File: src/rtl/cpu_pkg.sv
// cpu_pkg: shared CPU-wide widths, PC stepping and reset constants.
// Used by the fetch buffer and its instruction FIFO.
package cpu_pkg;

    localparam int PC_W   = 32;
    localparam int INST_W = 32;

    typedef logic [PC_W-1:0]   pc_t;
    typedef logic [INST_W-1:0] inst_t;

    localparam pc_t   PC_STEP          = 32'd4;
    localparam inst_t NOP_INST         = 32'h0000_0000;
    localparam pc_t   DEFAULT_RESET_PC = 32'h0000_0000;

    // Sequential PC advance; wraps modulo 2^PC_W by construction.
    function automatic pc_t pc_next(input pc_t pc);
        return pc + PC_STEP;
    endfunction

endpackage

File: src/rtl/fetch_fifo.sv
// fetch_fifo: synchronous instruction FIFO with single-cycle flush and occupancy count.
// Head word is read combinationally so the fetch buffer can present it without a bubble.
module fetch_fifo
    import cpu_pkg::*;
#(
    parameter int DEPTH = 4,
    parameter int WIDTH = INST_W
) (
    input  logic                   clk,
    input  logic                   rst,
    input  logic                   flush,
    input  logic                   push,
    input  logic [WIDTH-1:0]       push_data,
    input  logic                   pop,
    output logic [WIDTH-1:0]       head_data,
    output logic [$clog2(DEPTH):0] count,
    output logic                   empty
);

    localparam int AW = $clog2(DEPTH);
    localparam int CW = AW + 1;
    localparam logic [CW-1:0] FULL_COUNT = CW'(DEPTH);

    logic [WIDTH-1:0] mem [DEPTH];
    logic [AW-1:0]    wr_ptr_reg;
    logic [AW-1:0]    wr_ptr_next;
    logic [AW-1:0]    rd_ptr_reg;
    logic [AW-1:0]    rd_ptr_next;
    logic [CW-1:0]    count_reg;
    logic [CW-1:0]    count_next;
    logic             full;
    logic             do_push;
    logic             do_pop;

    assign empty     = (count_reg == '0);
    assign full      = (count_reg == FULL_COUNT);
    assign do_push   = push && !flush && !full;
    assign do_pop    = pop && !flush && !empty;
    assign count     = count_reg;
    assign head_data = mem[rd_ptr_reg];

    // DEPTH is a power of two, so the pointers wrap naturally at AW bits.
    always_comb begin
        wr_ptr_next = wr_ptr_reg;
        rd_ptr_next = rd_ptr_reg;
        count_next  = count_reg;
        if (flush) begin
            wr_ptr_next = '0;
            rd_ptr_next = '0;
            count_next  = '0;
        end else begin
            if (do_push) begin
                wr_ptr_next = wr_ptr_reg + AW'(1);
            end
            if (do_pop) begin
                rd_ptr_next = rd_ptr_reg + AW'(1);
            end
            if (do_push && !do_pop) begin
                count_next = count_reg + CW'(1);
            end else if (!do_push && do_pop) begin
                count_next = count_reg - CW'(1);
            end
        end
    end

    always_ff @(posedge clk or posedge rst) begin
        if (rst) begin
            wr_ptr_reg <= '0;
            rd_ptr_reg <= '0;
            count_reg  <= '0;
        end else begin
            wr_ptr_reg <= wr_ptr_next;
            rd_ptr_reg <= rd_ptr_next;
            count_reg  <= count_next;
        end
    end

    // Storage carries no reset so it can map onto distributed RAM.
    always_ff @(posedge clk) begin
        if (do_push) begin
            mem[wr_ptr_reg] <= push_data;
        end
    end

endmodule

File: src/rtl/fetch_buf.sv
// fetch_buf: credit-based instruction fetch unit feeding if_id through an in-order queue.
// Optional same-cycle bypass of an empty queue is enabled by defining FETCH_BUF_BYPASS_EN.
module fetch_buf
    import cpu_pkg::*;
#(
    parameter int         DEPTH    = 4,
    parameter logic [31:0] RESET_PC = DEFAULT_RESET_PC
) (
    input  logic              clk,
    input  logic              rst,
    input  logic              redirect_valid,
    input  logic [PC_W-1:0]   redirect_pc,
    output logic              imem_req,
    output logic [PC_W-1:0]   imem_addr,
    input  logic              imem_gnt,
    input  logic              imem_rvalid,
    input  logic [INST_W-1:0] imem_rdata,
    output logic              out_valid,
    output logic [PC_W-1:0]   out_pc,
    output logic [INST_W-1:0] out_inst,
    input  logic              out_ready
);

    localparam int CW = $clog2(DEPTH) + 1;
    localparam logic [CW:0] CREDIT_LIMIT = (CW + 1)'(DEPTH);

    logic [PC_W-1:0]   fetch_pc_reg;
    logic [PC_W-1:0]   fetch_pc_next;
    logic [PC_W-1:0]   deliver_pc_reg;
    logic [PC_W-1:0]   deliver_pc_next;
    logic [CW-1:0]     outstanding_reg;
    logic [CW-1:0]     outstanding_next;
    logic [CW-1:0]     drop_reg;
    logic [CW-1:0]     drop_next;
    logic [CW-1:0]     fifo_count;
    logic [CW:0]       credit_used;
    logic [CW-1:0]     rvalid_dec;
    logic [INST_W-1:0] fifo_head;
    logic              fifo_empty;
    logic              fifo_push;
    logic              fifo_pop;
    logic              grant;
    logic              rsp_drop;
    logic              rsp_live;
    logic              bypass_hit;
    logic              transfer;

    // Every granted request reserves a queue slot until its word leaves, so the queue cannot overflow.
    assign credit_used = {1'b0, outstanding_reg} + {1'b0, fifo_count};
    assign imem_req    = !rst && !redirect_valid && (credit_used < CREDIT_LIMIT);
    assign imem_addr   = fetch_pc_reg;
    assign grant       = imem_req && imem_gnt;

    assign rvalid_dec = {{(CW-1){1'b0}}, imem_rvalid};
    assign rsp_drop   = imem_rvalid && (drop_reg != '0);
    assign rsp_live   = imem_rvalid && (drop_reg == '0) && !redirect_valid && !rst;

`ifdef FETCH_BUF_BYPASS_EN
    assign bypass_hit = rsp_live && fifo_empty;
`else
    assign bypass_hit = 1'b0;
`endif

    assign out_valid = !redirect_valid && (!fifo_empty || bypass_hit);
    assign out_pc    = deliver_pc_reg;
    assign transfer  = out_valid && out_ready;
    assign fifo_pop  = transfer && !fifo_empty;
    // A bypassed word that is accepted immediately never occupies a slot.
    assign fifo_push = rsp_live && !(bypass_hit && out_ready);

    always_comb begin
        out_inst = NOP_INST;
        if (!fifo_empty) begin
            out_inst = fifo_head;
        end else if (bypass_hit) begin
            out_inst = imem_rdata;
        end
    end

    always_comb begin
        fetch_pc_next    = fetch_pc_reg;
        deliver_pc_next  = deliver_pc_reg;
        outstanding_next = outstanding_reg;
        drop_next        = drop_reg;

        case ({grant, imem_rvalid})
            2'b10:   outstanding_next = outstanding_reg + CW'(1);
            2'b01:   outstanding_next = outstanding_reg - CW'(1);
            default: outstanding_next = outstanding_reg;
        endcase

        if (redirect_valid) begin
            fetch_pc_next   = redirect_pc;
            deliver_pc_next = redirect_pc;
            // Whatever is still in flight after this cycle belongs to the old path.
            drop_next       = outstanding_reg - rvalid_dec;
        end else begin
            if (grant) begin
                fetch_pc_next = pc_next(fetch_pc_reg);
            end
            if (transfer) begin
                deliver_pc_next = pc_next(deliver_pc_reg);
            end
            if (rsp_drop) begin
                drop_next = drop_reg - CW'(1);
            end
        end
    end

    always_ff @(posedge clk or posedge rst) begin
        if (rst) begin
            fetch_pc_reg    <= RESET_PC;
            deliver_pc_reg  <= RESET_PC;
            outstanding_reg <= '0;
            drop_reg        <= '0;
        end else begin
            fetch_pc_reg    <= fetch_pc_next;
            deliver_pc_reg  <= deliver_pc_next;
            outstanding_reg <= outstanding_next;
            drop_reg        <= drop_next;
        end
    end

    fetch_fifo #(
        .DEPTH (DEPTH),
        .WIDTH (INST_W)
    ) u_fifo (
        .clk       (clk),
        .rst       (rst),
        .flush     (redirect_valid),
        .push      (fifo_push),
        .push_data (imem_rdata),
        .pop       (fifo_pop),
        .head_data (fifo_head),
        .count     (fifo_count),
        .empty     (fifo_empty)
    );

endmodule
File: config.mk
export PLATFORM = sky130hd
export DESIGN_NAME = fetch_buf
export DESIGN_NICKNAME = d
export VERILOG_FILES = /design/src/rtl/cpu_pkg.sv /design/src/rtl/fetch_fifo.sv /design/src/rtl/fetch_buf.sv
export SDC_FILE = /design/constraint.sdc
export NUM_CORES = 1
export LEC_CHECK = 0
export BUFFER_PORTS_ARGS = -buffer_cell sky130_fd_sc_hd__buf_4
export CORE_MARGIN = 2
export CORE_UTILIZATION = 42
export DETAILED_ROUTE_END_ITERATION = 7
export PLACE_DENSITY = 0.72
export SYNTH_ARGS = -nofsm -noshare
export SYNTH_HDL_FRONTEND = slang
export SYNTH_SLANG_ARGS = --single-unit
File: constraint.sdc
create_clock -name clk -period 3.5 [get_ports clk]
set_clock_uncertainty 0.1 [all_clocks]
set_input_delay 0.875 -clock clk [delete_from_list [all_inputs] [get_ports clk]]
set_output_delay 0.875 -clock clk [all_outputs]
set_load 0.02 [all_outputs]
==> impl_results.html, run 1 <==
<table>
<tr><th>Metric</th><th>Value</th></tr>
<tr><th colspan="2">Timing</th></tr>
<tr><td>Post-layout worst setup margin</td><td>between 0.4 and 0.5 ns</td></tr>
<tr><td>Worst slew margin relative to its limit</td><td>37.9%</td></tr>
<tr><td>Final worst path period need</td><td>about 3.0 ns</td></tr>
<tr><td>Unrepaired setup endpoints after global routing</td><td>false</td></tr>
<tr><td>Setup TNS</td><td>0 ns</td></tr>
<tr><td>Number of max-slew violations in the final report</td><td>0</td></tr>
<tr><td>Final worst path period share</td><td>87.1%</td></tr>
<tr><td>Total count of hold-check failures in the final report</td><td>0</td></tr>
<tr><td>Measured slew at the worst slew-check pin</td><td>~0.92 ns</td></tr>
<tr><td>Final Setup Violations</td><td>0</td></tr>
<tr><td>Maximum operating frequency</td><td>~0.33 GHz</td></tr>
<tr><th colspan="2">Placement</th></tr>
<tr><td>Buffers on Ports</td><td>~170</td></tr>
<tr><td>Final weighted congestion of routability-driven global placement</td><td>0.816</td></tr>
<tr><td>Pre-CTS setup slack</td><td>~0.6 ns</td></tr>
<tr><td>Post-detail-place hpwl</td><td>14800 um</td></tr>
<tr><th colspan="2">Critical path</th></tr>
<tr><td>Worst-path fanout max</td><td>34</td></tr>
<tr><td>CP Cell Sequence</td><td>buf_12 -&gt; mux4_2 -&gt; nor2b_1 -&gt; buf_4</td></tr>
<tr><td>WP data required</td><td>2.52 ns</td></tr>
<tr><td>Launching element type of the critical path</td><td>flip-flop</td></tr>
<tr><td>Nature of the critical path endpoint</td><td>output pin</td></tr>
<tr><td>Delay of the slowest critical-path stage</td><td>0.56 ns</td></tr>
<tr><td>Arrival time at the worst endpoint</td><td>approximately 2.1 ns</td></tr>
<tr><td>Number of cell instances on the worst register-to-register path</td><td>10</td></tr>
<tr><td>Crit Path Category</td><td>reg -&gt; out</td></tr>
<tr><td>Slowest cell on the critical path</td><td>mux4_2</td></tr>
<tr><th colspan="2">Drt</th></tr>
<tr><td>Detailed router's first-iteration violation count</td><td>just over 400</td></tr>
<tr><td>Wire per inst</td><td>18.9 um</td></tr>
<tr><td>Via density</td><td>~5.5</td></tr>
<tr><td>Remaining routing DRC violations</td><td>0</td></tr>
<tr><td>First drt pass iteration count</td><td>4</td></tr>
<tr><td>Routed via count</td><td>about 6300</td></tr>
<tr><td>Antenna violation net count after detailed routing</td><td>0</td></tr>
<tr><td>WL final</td><td>between 20000 and 25000 um</td></tr>
<tr><th colspan="2">Synthesis</th></tr>
<tr><td>Total number of yosys warnings</td><td>0</td></tr>
<tr><td>Count of flip-flops with a built-in enable after synthesis</td><td>approximately 130</td></tr>
<tr><td>Synthesized area per cell</td><td>roughly 14 sq um</td></tr>
<tr><td>Top flip-flop cell by instance count after synthesis</td><td>edfxtp_1</td></tr>
<tr><td>Area fraction of the dominant cell type after synthesis</td><td>roughly two fifths</td></tr>
<tr><td>Count of mapped cells out of synthesis</td><td>between 600 and 700</td></tr>
<tr><td>Post-synthesis async set-or-reset flop share</td><td>37.6%</td></tr>
<tr><td>Cell area after synthesis</td><td>9330 sq um</td></tr>
<tr><td>Synthesized Nets</td><td>765</td></tr>
<tr><td>Sequential-to-total area share from yosys stat</td><td>61.8%</td></tr>
<tr><td>#FFs+latches synth</td><td>about 210</td></tr>
<tr><td>Cell taking the most area after synthesis</td><td>edfxtp_1</td></tr>
<tr><td>Biggest area contributors in the synthesized netlist</td><td>edfxtp_1 41%, dfrtp_1 21%, mux4_2 7.7%, xor2_1 2.5%, nand2_1 2.5%</td></tr>
<tr><td>Number of unique standard cell types used by synthesis</td><td>54</td></tr>
<tr><th colspan="2">Die</th></tr>
<tr><td>Std-Cell Rows</td><td>54</td></tr>
<tr><td>Width of the die</td><td>about 150 um</td></tr>
<tr><td>Placeable core area</td><td>between 20000 and 25000 sq um</td></tr>
<tr><td>Area of the die</td><td>about 23000 sq um</td></tr>
<tr><td>Starting density of the core</td><td>~43%</td></tr>
<tr><td>Die height</td><td>~150 um</td></tr>
<tr><td>Number of primary I/O pins</td><td>168</td></tr>
<tr><th colspan="2">Cells and area</th></tr>
<tr><td>Net count of the finished layout</td><td>940</td></tr>
<tr><td>Register with the most flip-flops</td><td>u_fifo.mem</td></tr>
<tr><td>Proportion of layout cells with a drive suffix above 1</td><td>about a third</td></tr>
<tr><td>Flip-flop count of the largest register after layout</td><td>between 100 and 150</td></tr>
<tr><td>Area Overhead vs Synth</td><td>25.3%</td></tr>
<tr><td>Filler cell count in the final layout</td><td>approximately 1800</td></tr>
<tr><td>Post-layout utilization of the core</td><td>53.6%</td></tr>
<tr><td>Area of the multi-input gates</td><td>3340 sq um</td></tr>
<tr><td>Number of antenna cells inserted</td><td>0</td></tr>
<tr><td>Sequential cell area in the final layout</td><td>around 5800 sq um</td></tr>
<tr><th colspan="2">Global routing</th></tr>
<tr><td>Global-route congestion overflow total</td><td>0</td></tr>
<tr><td>Number of global-route vias before repair</td><td>roughly 6300</td></tr>
<tr><td>Total routing resource utilization after global routing</td><td>between 10% and 20%</td></tr>
<tr><td>Pin count of the biggest net entering global routing</td><td>a little over 50</td></tr>
<tr><td>Initial antenna violation count</td><td>0</td></tr>
<tr><td>Wire length of the first global-routing pass</td><td>34800 um</td></tr>
<tr><th colspan="2">Clock tree</th></tr>
<tr><td>Cts bufs inserted</td><td>22</td></tr>
<tr><td>Count of hold buffers inserted by post-cts repair</td><td>0</td></tr>
<tr><td>Deepest level of the CTS H-tree</td><td>1</td></tr>
<tr><td>Post-CTS resize count</td><td>0</td></tr>
<tr><td>Post-CTS Setup Inserts</td><td>0</td></tr>
<tr><td>Clock tree root driver cell</td><td>clkbuf_16</td></tr>
<tr><td>Worst-path clk slew</td><td>approximately 0.06 ns</td></tr>
<tr><td>Clock tree from TritonCTS</td><td>yes</td></tr>
<tr><td>Max clock buf depth</td><td>3</td></tr>
<tr><td>Worst skew pair latency</td><td>about 0.52 ns</td></tr>
<tr><td>Clk sinks</td><td>about 200</td></tr>
<tr><th colspan="2">Hold path</th></tr>
<tr><td>Type of the tightest min-delay check</td><td>in -&gt; async</td></tr>
<tr><th colspan="2">Power and ir drop</th></tr>
<tr><td>PD cells</td><td>approximately 650 nW/um^2</td></tr>
<tr><td>Leakage power</td><td>4.48 nW</td></tr>
<tr><td>Maximum VDD drop</td><td>0.309 mV</td></tr>
<tr><th colspan="2">Outcome</th></tr>
<tr><td>Run status</td><td>finished, final reports clean</td></tr>
<tr><th colspan="2">Flow run</th></tr>
<tr><td>Max Cap Viol</td><td>0</td></tr>
</table>
area by class of cell:
type,instances,share of cell area (%)
clock inverters,14,1.46
inverters,23,0.738
clock buffers,26,4.92
repair buffers,181,11.9
multi-input cells,422,28.6
well taps,280,3.00
flip-flops and latches,205,49.4
cells by family after synthesis:
logic type                 Yosys count  share of synthesized area [%]
AOI/OAI and AO/OA                   90                           6.49
xor gates and xnor gates            41                           3.93
adders and majority gates           15                           2.17
buffers and inverters               53                           2.44
DFF                                205                           61.8
muxes                               41                           8.75
and+or+nand+nor                    235                           14.4
routing by layer:
layer	global-route usage (%)	wire length, um
met4	5.29	485
met2	29.6	10600
met5	0	0
met3	3.26	1160
met1	26.0	9500
placed cells by master, fill, tap and decap left out, drive strengths merged, types with 16 or more instances in the layout:
cell type / instances
buf: 181
clkbuf: 26
dfrtp: 77
edfxtp: 128
inv: 23
mux4: 32
nand2: 63
nand3: 37
nand4: 25
nor2: 21
nor2b: 33
o211ai: 16
o21ai: 34
xor2: 27
synthesized netlist by cell type, types with 2 or more instances:
| library cell | n |
|---|---|
| nand4_1 | 23 |
| buf_4 | 5 |
| fa_1 | 2 |
| and3_1 | 10 |
| a21o_1 | 3 |
| nor2b_1 | 33 |
| ha_1 | 13 |
| nand3b_1 | 2 |
| and2_1 | 6 |
| nand2b_1 | 6 |
| mux2i_1 | 4 |
| inv_1 | 22 |
| a21oi_1 | 6 |
| and4_1 | 5 |
| nand3_2 | 2 |
| o311ai_0 | 13 |
| buf_2 | 8 |
| or3_1 | 3 |
| nor4_4 | 4 |
| nor2_1 | 20 |
| o211ai_1 | 16 |
| nor3_1 | 12 |
| clkbuf_1 | 17 |
| edfxtp_1 | 128 |
| nand2_1 | 62 |
| or4_1 | 2 |
| dfrtp_1 | 77 |
| a21boi_0 | 8 |
| mux4_2 | 32 |
| nand3_1 | 34 |
| xnor2_1 | 13 |
| xor2_1 | 27 |
| mux2_2 | 5 |
| o21ai_0 | 34 |
| a31oi_1 | 4 |
final timing paths:
kind	startpoint	end	slack [ns]
worst max-delay path	u_fifo.rd_ptr_reg[0]	out_inst[3]	0.45
worst min-delay path	rst	imem_addr[1]	0.36
worst max register to register	u_fifo.count[1]	outstanding_reg[2]	0.81
worst min register to register	outstanding_reg[0]	outstanding_reg[0]	0.41
max in group asynchronous	rst	out_pc[24]	2.22
min in group clk	outstanding_reg[0]	outstanding_reg[0]	0.41
worst max-delay path: cells and delay by family, from the launching register on:
kind / cells / cell delay [ns]
buf+inv: 2 / 0.44
flops: 1 / 0.37
mux: 1 / 0.56
simple gates: 1 / 0.15
stage by stage:
step                power, mW  instances  hold WS (ns)  instance area [sq um]
floorplan                4.38        680         0.358                   9330
global placement         5.26       1111         0.392                  10900
detailed placement       5.29       1111         0.395                  10900
global route             7.93       1151         0.400                  11700
CTS                      7.67       1151         0.364                  11700
finish                   7.57       1151         0.359                  11700
where the power goes:
part	switching [mW]	internal (mW)
clock network	0.952	1.41
registers	0.223	2.75
logic	1.25	0.993
total	2.43	5.14
Power figures use the tool's default switching activity.
==> run 2, diff against run 1 <==
==> constraint.sdc (replaced) <==
create_clock -name clk -period 3.4 [get_ports clk]
set_clock_uncertainty 0.1 [all_clocks]
set_input_delay 0.85 -clock clk [delete_from_list [all_inputs] [get_ports clk]]
set_output_delay 0.85 -clock clk [all_outputs]
set_load 0.02 [all_outputs]
==> run 2 against run 1 <==
Compared with the run above:
- global-route usage fell by 0.57 points
- final cell count did not move
- final area rose by 0.26%
- sequential cell count did not move
- combinational power rose by 3%
- wire length fell by 2.0%
- critical path type unchanged
- critical endpoint is now out_inst[2]
- largest cell class unchanged
==> impl_results.html, run 2 (synthesized netlist as in run 1, its figures left out) <==
<table>
<tr><th>Metric</th><th>Value</th></tr>
<tr><th colspan="2">Global routing</th></tr>
<tr><td>Total routing resource utilization after global routing</td><td>between 15 and 20%</td></tr>
<tr><td>Initial antenna violation count</td><td>0</td></tr>
<tr><td>Number of global-route vias before repair</td><td>about 6300</td></tr>
<tr><td>Wire length of the first global-routing pass</td><td>approximately 34000 um</td></tr>
<tr><td>Pin count of the biggest net entering global routing</td><td>78</td></tr>
<tr><td>Global-route congestion overflow total</td><td>0</td></tr>
<tr><th colspan="2">Critical path</th></tr>
<tr><td>Startpoint of the worst register-to-register path</td><td>u_fifo.count[1]</td></tr>
<tr><td>Worst R2R Setup Slack</td><td>slightly above 0.7 ns</td></tr>
<tr><td>Launching element type of the critical path</td><td>flip-flop</td></tr>
<tr><td>Number of cell instances on the worst register-to-register path</td><td>10</td></tr>
<tr><td>Reg2reg end</td><td>outstanding_reg[2]</td></tr>
<tr><td>Arrival time at the worst endpoint</td><td>around 2.1 ns</td></tr>
<tr><td>Crit Path Category</td><td>reg -&gt; out</td></tr>
<tr><td>Worst-path fanout max</td><td>24</td></tr>
<tr><td>WP data required</td><td>about 2.5 ns</td></tr>
<tr><td>Nature of the critical path endpoint</td><td>output pin</td></tr>
<tr><th colspan="2">Clock tree</th></tr>
<tr><td>Worst-path clk slew</td><td>0.06 ns</td></tr>
<tr><td>Count of hold buffers inserted by post-cts repair</td><td>0</td></tr>
<tr><td>Post-CTS Setup Inserts</td><td>0</td></tr>
<tr><td>Max clock buf depth</td><td>3</td></tr>
<tr><td>Worst skew pair latency</td><td>just under 0.5 ns</td></tr>
<tr><td>Clk sinks</td><td>slightly above 200</td></tr>
<tr><td>Cts bufs inserted</td><td>22</td></tr>
<tr><td>Post-CTS resize count</td><td>0</td></tr>
<tr><td>Clock tree root driver cell</td><td>clkbuf_16</td></tr>
<tr><td>Clock tree from TritonCTS</td><td>yes</td></tr>
<tr><td>Deepest level of the CTS H-tree</td><td>1</td></tr>
<tr><th colspan="2">Drt</th></tr>
<tr><td>WL final</td><td>about 21000 um</td></tr>
<tr><td>Detailed router's first-iteration violation count</td><td>384</td></tr>
<tr><td>First drt pass iteration count</td><td>5</td></tr>
<tr><td>Remaining routing DRC violations</td><td>0</td></tr>
<tr><td>Wire per inst</td><td>18.5 um</td></tr>
<tr><td>Routed via count</td><td>just over 6000</td></tr>
<tr><td>Via density</td><td>roughly 5.4</td></tr>
<tr><td>Antenna violation net count after detailed routing</td><td>0</td></tr>
<tr><th colspan="2">Power and ir drop</th></tr>
<tr><td>Leakage power</td><td>4.49 nW</td></tr>
<tr><td>PD cells</td><td>approximately 670 nW/um^2</td></tr>
<tr><td>Maximum VDD drop</td><td>roughly 0.33 mV</td></tr>
<tr><td>Total power of the final layout</td><td>about 7.8 mW</td></tr>
<tr><th colspan="2">Timing</th></tr>
<tr><td>Setup TNS</td><td>0 ns</td></tr>
<tr><td>Number of max-slew violations in the final report</td><td>0</td></tr>
<tr><td>Total count of hold-check failures in the final report</td><td>0</td></tr>
<tr><td>Final Setup Violations</td><td>0</td></tr>
<tr><td>Final worst path period need</td><td>~3.0 ns</td></tr>
<tr><td>Final worst path period share</td><td>between 80% and 90%</td></tr>
<tr><td>Measured slew at the worst slew-check pin</td><td>just over 0.8 ns</td></tr>
<tr><td>Maximum operating frequency</td><td>between 0.3 and 0.4 GHz</td></tr>
<tr><td>Worst slew margin relative to its limit</td><td>approximately 45%</td></tr>
<tr><td>Worst hold margin</td><td>around 0.36 ns</td></tr>
<tr><td>Unrepaired setup endpoints after global routing</td><td>false</td></tr>
<tr><th colspan="2">Placement</th></tr>
<tr><td>Post-detail-place hpwl</td><td>about 15000 um</td></tr>
<tr><td>Buffers on Ports</td><td>between 150 and 200</td></tr>
<tr><td>Instance area at placement</td><td>approximately 11000 sq um</td></tr>
<tr><td>Final weighted congestion of routability-driven global placement</td><td>0.841</td></tr>
<tr><th colspan="2">Cells and area</th></tr>
<tr><td>Net count of the finished layout</td><td>approximately 940</td></tr>
<tr><td>Post-layout utilization of the core</td><td>between 50% and 60%</td></tr>
<tr><td>Commonest non-fill, non-tap cells in the layout</td><td>178 x buf_4, 128 x edfxtp_1, 76 x dfrtp_1, 62 x nand2_1</td></tr>
<tr><td>Layout Cell Area excl Fill</td><td>~12000 sq um</td></tr>
<tr><td>Number of antenna cells inserted</td><td>0</td></tr>
<tr><td>Proportion of layout cells with a drive suffix above 1</td><td>between 30% and 40%</td></tr>
<tr><td>Leading cell type in the layout, fill and taps excluded</td><td>buf_4</td></tr>
<tr><td>Flip-flop count of the largest register after layout</td><td>128</td></tr>
<tr><td>Area Overhead vs Synth</td><td>25.6%</td></tr>
<tr><td>Register with the most flip-flops</td><td>u_fifo.mem</td></tr>
<tr><th colspan="2">Die</th></tr>
<tr><td>Width of the die</td><td>between 150 and 200 um</td></tr>
<tr><td>Die height</td><td>about 150 um</td></tr>
<tr><td>Area of the die</td><td>23400 sq um</td></tr>
<tr><td>Number of primary I/O pins</td><td>168</td></tr>
<tr><td>Starting density of the core</td><td>42.8%</td></tr>
<tr><td>Placeable core area</td><td>between 20000 and 25000 sq um</td></tr>
<tr><td>Std-Cell Rows</td><td>54</td></tr>
<tr><th colspan="2">Hold path</th></tr>
<tr><td>Type of the tightest min-delay check</td><td>in -&gt; async</td></tr>
<tr><th colspan="2">Outcome</th></tr>
<tr><td>Run status</td><td>finished, final reports clean</td></tr>
<tr><th colspan="2">Flow run</th></tr>
<tr><td>Max Cap Viol</td><td>0</td></tr>
</table>
## run 2: layout make-up
class | instances | area [sq um]
Clock buffer | 24 | 579
Timing Repair Buffer | 182 | 1420
Multi-Input combinational cell | 422 | 3340
Sequential cell | 205 | 5770
Clock inverter | 15 | 176
Fill cell | 1846 | 10100
Tap cell | 280 | 350
Inverter | 23 | 86.3
## run 2: metrics by stage
step | setup slack (ns) | cells
global route | 0.256 | 1151
CTS | 0.332 | 1151
detailed placement | 0.610 | 1112
floorplan | 0.483 | 680
global placement | 0.619 | 1112
finish | 0.360 | 1151
## run 2: worst max-delay path by stage
stage,cells past startpoint,startpoint,end
global placement,6,redirect_valid,out_pc[20]
finish,4,u_fifo.rd_ptr_reg[1],out_inst[2]
detailed placement,10,redirect_valid,outstanding_reg[2]
global route,4,u_fifo.rd_ptr_reg[1],out_inst[2]
floorplan,1,rst,drop_reg[0]
CTS,4,u_fifo.rd_ptr_reg[1],out_inst[2]
## run 2: layer usage
layer / part of all wire, % / vias up / routed length, um / global-route usage, %
li1: - / 2925 / - / -
met1: 43 / 3069 / 9230 / 23.9
met2: 48 / 174 / 10300 / 29.4
met3: 5.1 / 42 / 1090 / 3.52
met4: 3.1 / 0 / 666 / 6.08
met5: 0 / - / 0 / 0
## run 2: critical path, cell delays in order, from the launching register on
cell	delay, ns
dfrtp_1	0.67
buf_12	0.26
mux4_2	0.33
nor2b_1	0.15
buf_4	0.17
## run 2: power breakdown
part           internal (mW)  switching, mW
Sequential              2.83          0.233
Clock                   1.53          0.942
Combinational           1.03           1.29
Total                   5.38           2.46
